`src/rtl/univ_shift_register.sv`:
```
// Universal shift register: hold/shift/rotate/asr/load/clear per cycle, plus a
// counted burst engine that runs N shifts from one start request with a
// busy/done handshake.
// Optional parity outputs and a sticky load-parity error flag are compiled in
// when SHREG_PARITY_EN is defined.
module univ_shift_register #(
   parameter int WIDTH = 8,
   parameter int CNT_W = 4
) (
   input  logic             clk,
   input  logic             reset,
   input  logic             en,
   input  logic [2:0]       mode,
   input  logic             shift_in,
   input  logic [WIDTH-1:0] par_in,
   input  logic             start,
   input  logic [CNT_W-1:0] burst_len,
   output logic [WIDTH-1:0] q,
   output logic             ser_out_l,
   output logic             ser_out_r,
   output logic             busy,
   output logic             done
`ifdef SHREG_PARITY_EN
   ,
   input  logic             par_in_p,
   output logic             parity,
   output logic             par_err
`endif
);

   typedef enum logic [2:0] {
      OP_HOLD  = 3'b000,
      OP_SHL   = 3'b001,
      OP_SHR   = 3'b010,
      OP_ROTL  = 3'b011,
      OP_ROTR  = 3'b100,
      OP_LOAD  = 3'b101,
      OP_ASR   = 3'b110,
      OP_CLEAR = 3'b111
   } op_e;

   typedef enum logic {
      ST_IDLE = 1'b0,
      ST_BUSY = 1'b1
   } state_e;

   logic [WIDTH-1:0] q_q, q_d;
   logic [CNT_W-1:0] cnt_q, cnt_d;
   op_e              mode_q, mode_d;
   state_e           state_q, state_d;
   logic             done_q, done_d;
   op_e              op_live;
   logic             accept;

   // One register update for a given operation code.
   function automatic logic [WIDTH-1:0] apply_op(input op_e op,
                                                 input logic [WIDTH-1:0] v,
                                                 input logic si,
                                                 input logic [WIDTH-1:0] ld);
      logic [WIDTH-1:0] r;
      r = v;
      case (op)
         OP_SHL:   r = {v[WIDTH-2:0], si};
         OP_SHR:   r = {si, v[WIDTH-1:1]};
         OP_ROTL:  r = {v[WIDTH-2:0], v[WIDTH-1]};
         OP_ROTR:  r = {v[0], v[WIDTH-1:1]};
         OP_LOAD:  r = ld;
         OP_ASR:   r = {v[WIDTH-1], v[WIDTH-1:1]};
         OP_CLEAR: r = '0;
         default:  r = v;
      endcase
      return r;
   endfunction

   // Only shift/rotate codes may start a burst.
   function automatic logic is_shift(input op_e op);
      return (op == OP_SHL) || (op == OP_SHR) || (op == OP_ROTL) ||
             (op == OP_ROTR) || (op == OP_ASR);
   endfunction

   assign op_live = op_e'(mode);
   assign accept  = (state_q == ST_IDLE) && start && is_shift(op_live);

   // Next-state: burst accept beats the direct path; BUSY ignores all controls.
   always_comb begin
      q_d     = q_q;
      cnt_d   = cnt_q;
      mode_d  = mode_q;
      state_d = state_q;
      done_d  = 1'b0;
      case (state_q)
         ST_IDLE: begin
            if (accept) begin
               mode_d = op_live;
               cnt_d  = burst_len;
               if (burst_len == '0) begin
                  done_d = 1'b1;
               end else begin
                  state_d = ST_BUSY;
               end
            end else if (en) begin
               q_d = apply_op(op_live, q_q, shift_in, par_in);
            end
         end
         ST_BUSY: begin
            q_d   = apply_op(mode_q, q_q, shift_in, par_in);
            cnt_d = cnt_q - CNT_W'(1);
            if (cnt_q == CNT_W'(1)) begin
               state_d = ST_IDLE;
               done_d  = 1'b1;
            end
         end
         default: state_d = ST_IDLE;
      endcase
   end

   // State registers with asynchronous reset.
   always_ff @(posedge clk or posedge reset) begin
      if (reset) begin
         q_q     <= '0;
         cnt_q   <= '0;
         mode_q  <= OP_HOLD;
         state_q <= ST_IDLE;
         done_q  <= 1'b0;
      end else begin
         q_q     <= q_d;
         cnt_q   <= cnt_d;
         mode_q  <= mode_d;
         state_q <= state_d;
         done_q  <= done_d;
      end
   end

   assign q         = q_q;
   assign ser_out_l = q_q[WIDTH-1];
   assign ser_out_r = q_q[0];
   assign busy      = (state_q == ST_BUSY);
   assign done      = done_q;

`ifdef SHREG_PARITY_EN
   logic par_err_q, par_err_d;
   logic direct_op;

   assign direct_op = (state_q == ST_IDLE) && !accept && en;

   // Sticky flag: set on a load with mismatching parity, cleared by clear op.
   always_comb begin
      par_err_d = par_err_q;
      if (direct_op && (op_live == OP_LOAD) && ((^par_in) != par_in_p)) begin
         par_err_d = 1'b1;
      end else if (direct_op && (op_live == OP_CLEAR)) begin
         par_err_d = 1'b0;
      end
   end

   // Parity error register.
   always_ff @(posedge clk or posedge reset) begin
      if (reset) begin
         par_err_q <= 1'b0;
      end else begin
         par_err_q <= par_err_d;
      end
   end

   assign parity  = ^q_q;
   assign par_err = par_err_q;
`endif

endmodule

```
`config.mk`:
```
export PLATFORM = sky130hd
export DESIGN_NAME = univ_shift_register
export DESIGN_NICKNAME = d
export VERILOG_FILES = /design/src/rtl/univ_shift_register.sv
export SDC_FILE = /design/constraint.sdc
export NUM_CORES = 1
export LEC_CHECK = 0
export ABC_AREA = 1
export BUFFER_PORTS_ARGS = -buffer_cell sky130_fd_sc_hd__buf_2
export CAP_MARGIN = 10
export CORE_UTILIZATION = 45
export CTS_CLUSTER_DIAMETER = 150
export DETAILED_ROUTE_END_ITERATION = 8
export PLACE_DENSITY = 0.69
export SLEW_MARGIN = 5
export SYNTH_ARGS = -nofsm -noshare
export SYNTH_HDL_FRONTEND = slang
export SYNTH_SLANG_ARGS = --single-unit
```
`constraint.sdc`:
```
create_clock -name clk -period 1.78 [get_ports clk]
set_clock_uncertainty 0.1 [all_clocks]
set_input_delay 0 -clock clk [delete_from_list [all_inputs] [get_ports clk]]
set_output_delay 0 -clock clk [all_outputs]
set_load 0.005 [all_outputs]
```
* Word level (Yosys, flattened, before mapping)
Cells that the tools add are included.
** Word-level totals
- Logic and storage cells :: 57
- Output and inout port bits :: 12
- Memories kept :: 0
- Memory bits (writable) :: 0
- Bits in read-only memories :: 0
- Bits in registers :: 17
- Bits of input ports :: 20
- Latch bits :: 0
** Operators by class
- Multiply operators :: 0
- Multiplexer cells :: 15
- Bitwise operators :: 1
- Div/mod/pow operators :: 0
- Reduce and logical (&&, ||, !) cells :: 10
- Equal/unequal tests :: 24
- Magnitude comparators :: 0
- Shifts and indexed selects :: 0
- Add/subtract/negate cells :: 1
** Operators with widths (number)
- 8-bit one-hot mux with 7 select lines :: 2
- 3-bit equality test (second input constant) :: 8
- 8-bit 2-to-1 mux :: 2
- 8-bit by 1-bit inequality test with 1-bit output (second input constant) :: 2
- 8-bit one-hot mux with 2 select lines :: 1
- 7-bit by 1-bit inequality test with 1-bit output (second input constant) :: 2
- 3-bit by 2-bit equality test with 1-bit output (second input constant) :: 4
- 2-bit inequality test (second input constant) :: 5
- 4-bit one-hot mux with 2 select lines :: 1
- 3-bit by 1-bit equality test with 1-bit output (second input constant) :: 2
- 1-bit 2-to-1 mux :: 6
- 6-bit AND reduction :: 1
- 4-bit by 1-bit equality test with 1-bit output (second input constant) :: 1
- 4-bit zero test :: 1
- 1-bit logical OR :: 4
- 4-bit 2-to-1 mux :: 1
- 1-bit one-hot mux with 2 select lines :: 2
- 4-bit AND reduction :: 1
- 4-bit by 1-bit subtractor with 4-bit output (second input constant) :: 1
- 1-bit logical AND :: 2
- 2-bit AND reduction :: 1
- 1-bit inverter :: 1

* Longest topological paths before layout
Gate-level depths: netlist of the first run.
- Depth after elaboration :: 8
- Mapped depth :: 9
- Mapped depth without buffers :: 9

* Least setup slack after synthesis of the first run
OpenSTA, ideal clock, no wires.
- Path kind :: reg-to-reg
- Start :: reg state_q, in the netlist busy
- End :: reg cnt_q[0]
- Buffers on the path :: 1
- Data arrival time :: 1.080 ns
- Setup slack :: 0.474 ns
- Period minus slack after synthesis :: 1.306 ns
- Required time :: 1.555 ns
- Cell stages (with the launch flop) :: 8
- Setup time :: 0.125 ns
- Cells stage by stage :: dfrtp_1 > buf_2 > inv_2 > nand4_4 > inv_2 > nor2_1 > nand2_1 > nand3_1
** Between the ends
- Cells in the longest elaborated chain, start to end :: 4
- Elaborated cells between the ends (all ways) :: 5
- Those cells by class :: eq/ne (1); mux (1); bitwise (1); reduce/logical (2)
** Ends and longest elaborated chain
- start, declared :: line 50 : state_e state_q, state_d;
- start signal, assigned :: line 129 : state_q <= state_d;
- 1-bit inverter (no line)
- 1-bit logical AND (2 in a row) :: line 82 : assign accept = (state_q == ST_IDLE) && start && is_shift(op_live);
- 2-bit inequality test (no line)
- end signal, assigned :: line 127 : cnt_q <= cnt_d;
- end, declared :: line 48 : logic [CNT_W-1:0] cnt_q, cnt_d;
Several ways; a longest one is shown, not always the timed one.
A chain may end at the register's enable or synchronous reset.

* Final worst setup path of the first run
- Start :: reg state_q, in the netlist busy
- End :: reg q_q[2], in the netlist q[2]
** Between the ends
- Cells in the longest elaborated chain, start to end :: 5
- Elaborated cells between the ends (all ways) :: 9
- Those cells by class :: eq/ne (4); mux (1); bitwise (1); reduce/logical (3)
** Ends and longest elaborated chain
- 1-bit inverter (no line)
- 1-bit logical AND (2 in a row) :: line 82
- 2-bit inequality test (no line)
- 4-bit AND reduction (no line)
- end signal, assigned :: line 126 : q_q <= q_d;
- end, declared :: line 47 : logic [WIDTH-1:0] q_q, q_d;
Several ways; a longest one is shown, not always the timed one.

==> impl_metrics.tcl, run 1 <==
set metrics [dict create \
    ir_worst_vdd_v 0.000855 \
    setup_tns_ns 0 \
    globalRouteTotalUtil_pct 24.5 \
    grt-ovfl-total 0 \
    finalInstanceArea_um2 1630 \
    hpwl_mm 2.72 \
    synth_nets 248 \
    maxSlewHeadroom_pct 57.9 \
    cts_root_buf "clkbuf_4" \
    antenna_found_initial 0 \
    powerDensity_nw_per_um2 1570 \
    antenna_cells 0 \
    crit_start "busy" \
    mostFrequentLayoutCells "nand2_1, buf_2, nand3_1, dfrtp_1, inv_1" \
    io_buffers 31 \
    ys.warnings.count 0 \
    numCtsBuffers 3 \
    r2r_slack_ns 0.21 \
    synthesis.instances 226 \
    crit_type "flip-flop to flip-flop" \
    ys_seq_elements 17 \
    die_area_um2 3300 \
    hp-class "input pin to flip-flop" \
    start_util_pct 49.0 \
    use_met3_pct 2.49 \
    max_freq_mhz 636 \
    vias_per_cell 5.30 \
    required_ns 1.87 \
    clock_latency_ns 0.29 \
    drv_cap 0 \
    cp.arrival_ns 1.66 \
    rows 19 \
    endpoint_kind "flip-flop" \
    final-max-slew-violation-count 0 \
    ios 32 \
    cp-endpoint "q[2]" \
    grt_pass1_vias 1350 \
    fin_crit_sh_pct 88.4 \
    routed_wirelength_mm 3.68 \
    cts_sinks 17 \
    violations "design-rule violations" \
    drive_gt1_share_pct 19.5 \
    start_kind "flip-flop" \
    first_iter_violations 147 \
    fin_ws_ns 0.207 \
    status "finished, violations left" \
    ant_nets 0 \
    min_period_ns 1.57 \
    worstMarginPinSlew_ns 0.631 \
    syn_to_final_growth_pct 17.8 \
    die_x_um 57.5 \
    cts_tree "done" \
    vias 1549 \
    syn_area_per_cell_um2 6.13 \
    use_met2_pct 36.0 \
    core_area_um2 2830 \
    setup_viol_count_final 0 \
    place.gp.congestion 0.900 \
    dp_slack_ns 0.227 \
    drc_errors 2 \
    hold_violations 0 \
    ys_seq_area_share_pct 30.7 \
    grt_busiest_layer "met1" \
    regToRegEndpoint "q[2]" \
    met1_usage_pct 37.5 \
    fin_util_pct 57.7 \
    wl_per_cell_um 12.6 \
    die_y_um 57.5 \
    holdPathStages 7 \
    postCtsSetupRepairBufs 0 \
    rsz0062_at_grt "false" \
    r2r-start "busy" \
    dr.pass1.iters 6 \
    clockBufferDepth 2 \
    ys_types 25 \
    layout_commonest_cell "nand2_1" \
    cts_htree_levels 1 \
    clk_pin_slew_worst_paths_ns 0.10 \
    cp_max_fo 19 \
    leakage_nw 0.902 \
    ff2ff_path_depth 7 \
    placed_area_um2 1540 \
    final_nets 284 \
    grt_pass1_wl_mm 6.24 \
    syn-cell-area_um2 1390 \
    grt_max_degree 20 \
]
through the flow:
stage	hold WS [ns]	power, mW	instances
finish	0.0427	2.57	292
global route	0.0724	2.87	292
CTS	0.0299	2.56	292
detailed placement	0.0218	2.34	282
global placement	0.0206	2.36	282
floorplan	-0.174	1.94	226
worst min-delay path by stage:
stage / slack [ns] / from / endpoint
final: 0.04 / par_in[4] / q[4]
after global routing: 0.07 / mode[1] / mode_q[1]
after global placement: 0.02 / reset / q[2]
after CTS: 0.03 / par_in[6] / q[6]
after floorplan: -0.17 / reset / busy
after detailed placement: 0.02 / reset / q[2]
critical path, cell delays in order (launching register included):
cell,delay [ns]
dfrtp_1,0.53
inv_2,0.22
nor2_1,0.18
nand2_1,0.11
nand2_4,0.14
inv_4,0.06
nand3_1,0.08
nand2_1,0.05
synth_stat cells, drive strengths merged:
master | count | area, um^2
nand3 | 27 | 135
nor2 | 13 | 58.8
a31oi | 1 | 6.26
nor3 | 1 | 5.00
o21ai | 10 | 50.0
ha | 2 | 25.0
a21oi | 12 | 63.8
dfrtp | 17 | 425
nand2 | 101 | 389
nand4 | 11 | 83.8
o31ai | 1 | 7.51
inv | 21 | 81.3
nor4 | 1 | 6.26
or2 | 2 | 12.5
buf | 6 | 35.0
layout make-up:
class                   count  area, um^2
fillers                   284        1200
multi-input cells         182         843
flip-flops and latches     17         425
repair buffers             37         215
inverters                  21        81.3
well taps                  31        38.8
clock buffers               3        22.5
clock inverters             1        5.00
layer usage:
metal	wire, um	up-vias
li1	-	811
met1	1750	671
met2	1620	65
met3	287	2
met4	19	0
met5	0	-
where the power goes:
part           switching [mW]  leakage (nW)  total [mW]  internal (mW)
logic                   0.912         0.675        1.49          0.577
clock network           0.122        0.0177       0.206         0.0835
registers               0.296         0.210       0.875          0.578
total                    1.33         0.902        2.57           1.24
registers in the layout, summed over array words and instances (netlist names):
signal and cells:
done 1, busy 1, cnt_q 4, q 8
mode_q 3
repair_timing:
action / in CTS / in global routing
gates resized for setup: 0 / 0
endpoints found under the setup margin: 0 / 0
hold buffers: 6 / 0
hold endpoints to repair: 24 / 0
cells by family after synthesis:
logic type / Yosys count / share of synthesized area (%)
buffers and inverters: 27 / 8.40
AND/OR/NAND/NOR: 156 / 49.9
adder cells (fa/ha/maj): 2 / 1.81
AO/OA/AOI/OAI: 24 / 9.21
flip-flops: 17 / 30.7
No activity file was read; power rests on OpenSTA's default activity.
==> run 2: changes to the inputs <==
- CORE_MARGIN: unset -> 5
- GPL_TIMING_DRIVEN: unset -> 0
- PLACE_DENSITY: 0.69 -> 0.71
- clock period: 1.78 -> 1.4 ns (I/O delays scaled with it)
==> run 2 against run 1 <==
The flow now finishes without violations. Sequential share of layout area fell by 2.9 points. Worst hold slack worse by 0.024 ns. Sequential power up 27%. Utilization rose by 4.1 points. Combinational power increased by 74%. Worst setup slack worse by 0.17 ns. Fmax rose by 16%. Total power grew 54%. Via count increased by 6.5%. Cell count grew 6.8%. Largest cell class unchanged.
==> impl_metrics.tcl, run 2 (same netlist as run 1, synthesis figures left out) <==
set metrics [dict create \
    start_util_pct 46.1 \
    timing.hold.ws_ns 0.0192 \
    min_period_ns 1.36 \
    cts_tree "done" \
    required_ns 1.48 \
    vias_per_cell 5.29 \
    vias 1650 \
    clk_pin_slew_worst_paths_ns 0.09 \
    drc_errors 0 \
    endpoint_kind "flip-flop" \
    setup_viol_count_final 0 \
    maxUsedRoutingLayer "met4" \
    placed_area_um2 1580 \
    core_area_um2 3000 \
    drv_cap 0 \
    grt-ovfl-total 0 \
    rsz0062_at_grt "true" \
    setup_tns_ns 0 \
    met1_length_mm 1.84 \
    dr.pass1.iters 4 \
    hp-class "input pin to flip-flop" \
    syn_to_final_growth_pct 34.0 \
    io_buffers 31 \
    maxSlewHeadroom_pct 58.3 \
    die_y_um 65.5 \
    final-max-slew-violation-count 0 \
    fill_cells 295 \
    ant_nets 0 \
    numCtsBuffers 3 \
    antenna_cells 0 \
    cp.arrival_ns 1.44 \
    powerDensity_nw_per_um2 2130 \
    dp_slack_ns -0.118 \
    routed_wirelength_mm 4.17 \
    pwr-share-comb_pct 65.5 \
    layout_commonest_cell "nand2_1" \
    die_area_um2 4290 \
    max_freq_mhz 735 \
    cp_max_fo 4 \
    grt_pass1_vias 1510 \
    leakage_nw 1.00 \
    cts_root_buf "clkbuf_4" \
    clock_latency_ns 0.30 \
    ir_worst_vdd_v 0.000952 \
    ios 32 \
    placedCellCount 290 \
    globalRouteTotalUtil_pct 20.6 \
    worstMarginPinSlew_ns 0.625 \
    fin_crit_sh_pct 97.1 \
    clockBufferDepth 2 \
    wl_per_cell_um 13.4 \
    fin_ws_ns 0.0400 \
    hpwl_mm 2.88 \
    met3_length_um 270 \
    pwr-share-clk_pct 6.5 \
    grt_max_degree 18 \
    start_kind "flip-flop" \
    first_iter_violations 138 \
    power_frac_seq_pct 28.0 \
    antenna_found_initial 0 \
    mostFrequentLayoutCells "nand2_1, buf_2, nand3_1, dfrtp_1, buf_4" \
    fin_util_pct 61.8 \
    final_nets 302 \
    status "completed" \
    cts_htree_levels 1 \
    largest_reg_flops 8 \
    finalInstanceArea_um2 1860 \
    die_x_um 65.5 \
    crit_type "flip-flop to flip-flop" \
    p_total_mw 3.95 \
    switching_share_pct 49.4 \
    fin_cells 312 \
    rows 20 \
    p_switching_mw 1.95 \
    drive_gt1_share_pct 29.7 \
    internal-power_mw 2.00 \
    hold_violations 0 \
    place.gp.congestion 0.908 \
    dr_wl_met2_mm 1.99 \
    cts_sinks 17 \
    grt_pass1_wl_mm 6.94 \
]
-- run 2: changes by cell type in the layout (fill, tap and decap cells not counted), sizes merged --
cell  delta
buf     +18
-- run 2: worst paths after layout --
path	from	endpoint	slack [ns]	cells past startpoint
setup / recovery	busy	q[7]	0.04	6
min in group asynchronous	reset	q[3]	0.21	3
max in group asynchronous	reset	mode_q[0]	0.54	3
hold reg to reg	cnt_q[1]	cnt_q[1]	0.45	2
setup reg to reg	busy	q[7]	0.04	6
hold / removal	par_in[2]	q[2]	0.02	7
-- run 2: worst max-delay path, cell delays in order, from the launching register on --
cell and delay (ns):
dfrtp_1 0.39, buf_6 0.14, buf_4 0.13, o31ai_1 0.30, nor2_1 0.08, nand2_1 0.07, nand2_1 0.05
-- run 2: what timing repair did --
action                                  4_1_cts  5_1_grt
endpoints found under the setup margin       12       14
buffers inserted                              2       10
pin swaps                                     2       11
resized for setup                             7       20
hold buffers                                  6        0
hold endpoints to repair                     24        0
gates cloned                                  0        0
-- run 2: routing by layer --
metal  global-route usage [%]  vias up
met5                        0        -
met4                     8.29        0
met3                     2.22        5
met2                     35.0       53
met1                     26.5      748
li1                         -      844
-- run 2: cell type report --
class	count	area [um^2]	share of cell area (%)
inverter	21	91.3	4.92
clock inverter	1	5.00	0.270
timing repair buffer	49	322	17.3
tap	33	41.3	2.23
multi-input combinational	182	901	48.6
buffer	6	43.8	2.36
sequential	17	429	23.1
clock buffer	3	22.5	1.21
-- run 2: power by group through the flow --
stage	combinational, mW	clock (mW)	sequential (mW)
after floorplan	1.47	0	0.996
final	2.59	0.258	1.11
after detailed placement	2.02	0	1.06
after CTS	2.18	0.271	1.06
after global routing	2.91	0.294	1.14
after global placement	1.99	0	1.07
==> run 3: changes to the inputs <==
- CELL_PAD_IN_SITES_DETAIL_PLACEMENT: unset -> 2
- CELL_PAD_IN_SITES_GLOBAL_PLACEMENT: unset -> 2
- CORE_UTILIZATION: 45 -> 25
- PLACE_DENSITY: 0.71 -> unset
- PLACE_DENSITY_LB_ADDON: unset -> 0.1
==> run 3 against run 2 <==
Critical path depth increased by 1. Die area increased by 66%. Count of clock-buffer cells in the layout increased by 1. First-iteration DRC count decreased by 70%. Flip-flop and latch count unchanged. Cell area increased by 9.3%. Sequential share of layout area decreased by 2.0 points. Cell count increased by 14%. Worst hold slack improved by 0.046 ns. Fmax decreased by 1.3%. Critical endpoint is now q[4].
==> impl_metrics.tcl, run 3 (same netlist as run 1, synthesis figures left out) <==
set metrics [dict create \
    status "completed" \
    hpwl_mm 4.13 \
    timing.hold.ws_ns 0.0654 \
    crit_type "flip-flop to flip-flop" \
    cts_sinks 17 \
    largest_reg_flops 8 \
    core_area_um2 5440 \
    cp_max_fo 7 \
    clockBufferDepth 2 \
    routed_wirelength_mm 5.91 \
    pwr-share-clk_pct 8.1 \
    setup_viol_count_final 0 \
    grt_pass1_vias 1770 \
    io_buffers 31 \
    drive_gt1_share_pct 34.6 \
    switching_share_pct 50.0 \
    start_util_pct 25.5 \
    maxUsedRoutingLayer "met4" \
    antenna_cells 0 \
    grt-ovfl-total 0 \
    cts_htree_levels 1 \
    leakage_nw 1.05 \
    rsz0062_at_grt "true" \
    grt_pass1_wl_mm 9.03 \
    met1_length_mm 2.78 \
    die_area_um2 7130 \
    setup_tns_ns 0 \
    min_period_ns 1.38 \
    numCtsBuffers 3 \
    ios 32 \
    hold_violations 0 \
    cts_root_buf "clkbuf_8" \
    dr_wl_met2_mm 2.92 \
    drc_errors 0 \
    ir_worst_vdd_v 0.000674 \
    required_ns 1.45 \
    first_iter_violations 41 \
    layout_commonest_cell "nand2_1" \
    wl_per_cell_um 16.7 \
    die_x_um 84.4 \
    globalRouteTotalUtil_pct 15.6 \
    internal-power_mw 2.30 \
    final-max-slew-violation-count 0 \
    endpoint_kind "flip-flop" \
    dr.pass1.iters 5 \
    fin_crit_sh_pct 98.4 \
    clock_latency_ns 0.25 \
    max_freq_mhz 726 \
    powerDensity_nw_per_um2 2270 \
    antenna_found_initial 0 \
    start_kind "flip-flop" \
    clk_pin_slew_worst_paths_ns 0.07 \
    fin_util_pct 37.3 \
    p_total_mw 4.61 \
    vias_per_cell 4.84 \
    syn_to_final_growth_pct 46.4 \
    ant_nets 0 \
    pwr-share-comb_pct 67.8 \
    power_frac_seq_pct 24.1 \
    die_y_um 84.4 \
    cp.arrival_ns 1.43 \
    hp-class "input pin to flip-flop" \
    vias 1718 \
    worstMarginPinSlew_ns 0.716 \
    p_switching_mw 2.30 \
    place.gp.congestion 0.833 \
    drv_cap 0 \
    met3_length_um 192 \
    rows 27 \
    maxSlewHeadroom_pct 52.2 \
    grt_max_degree 18 \
    cts_tree "done" \
    mostFrequentLayoutCells "nand2_1, buf_2, nand3_1, dfrtp_1" \
    final_nets 306 \
]
[run 3: cell types whose count changed in the layout (fill, tap and decap cells not counted), moves of 3 or more]
cell | before | now
nand2_1 | 96 | 90
nand2_2 | 3 | 9
nand3_2 | 3 | 6
buf_6 | 2 | 8
clkbuf_8 | 0 | 3
nand3_1 | 24 | 20
[run 3: area by class of cell]
| class | instances | area (um^2) |
|---|---|---|
| plain buffers | 6 | 43.8 |
| flip-flops and latches | 17 | 428 |
| repair buffers | 53 | 372 |
| inverters | 21 | 101 |
| well taps | 72 | 90.1 |
| multi-input cells | 182 | 948 |
| clock buffers | 4 | 45.0 |
| fillers | 671 | 3410 |
[run 3: repair_timing]
item,4_1_cts,5_1_grt
setup buffers,3,14
endpoints found under the setup margin,14,12
hold endpoints to repair,21,0
hold buffers,5,0
pin swaps,5,22
gates resized for setup,11,38
[run 3: worst paths after layout]
path	startpoint	end	slack [ns]	cells past startpoint
min reg2reg	cnt_q[0]	cnt_q[0]	0.44	2
max	mode_q[1]	q[4]	0.02	7
min	start	mode_q[2]	0.07	3
max in group asynchronous	reset	mode_q[2]	0.40	3
max reg2reg	mode_q[1]	q[4]	0.02	7
min in group asynchronous	reset	q[1]	0.30	3
[run 3: per-layer routing]
layer  GRT usage, %  vias to the layer above
li1               -                      850
met1           21.0                      835
met2           27.4                       31
met3          0.981                        2
met4           3.60                        0
met5              0                        -
[run 3: stage by stage]
| step | area [um^2] | cells | worst slack (ns) |
|---|---|---|---|
| floorplan | 1390 | 226 | 0.0943 |
| global placement | 1630 | 329 | -0.161 |
| detailed placement | 1630 | 329 | -0.172 |
| CTS | 1780 | 341 | -0.000846 |
| global route | 2030 | 355 | -0.0599 |
| finish | 2030 | 355 | 0.0218 |
[run 3: power by group through the flow]
stage | logic, mW | clock network [mW] | registers (mW)
global route | 3.49 | 0.413 | 1.16
finish | 3.12 | 0.374 | 1.11
CTS | 2.37 | 0.392 | 1.10
floorplan | 1.47 | 0 | 0.996
global placement | 2.12 | 0 | 1.10
detailed placement | 2.17 | 0 | 1.11
[run 3: worst max-delay path, stage by stage, from the launching register on]
cell	delay, ns
dfrtp_2	0.43
buf_6	0.13
nor2_4	0.17
nand2_2	0.10
nand2_4	0.15
inv_8	0.07
nand3_2	0.07
nand2_1	0.05
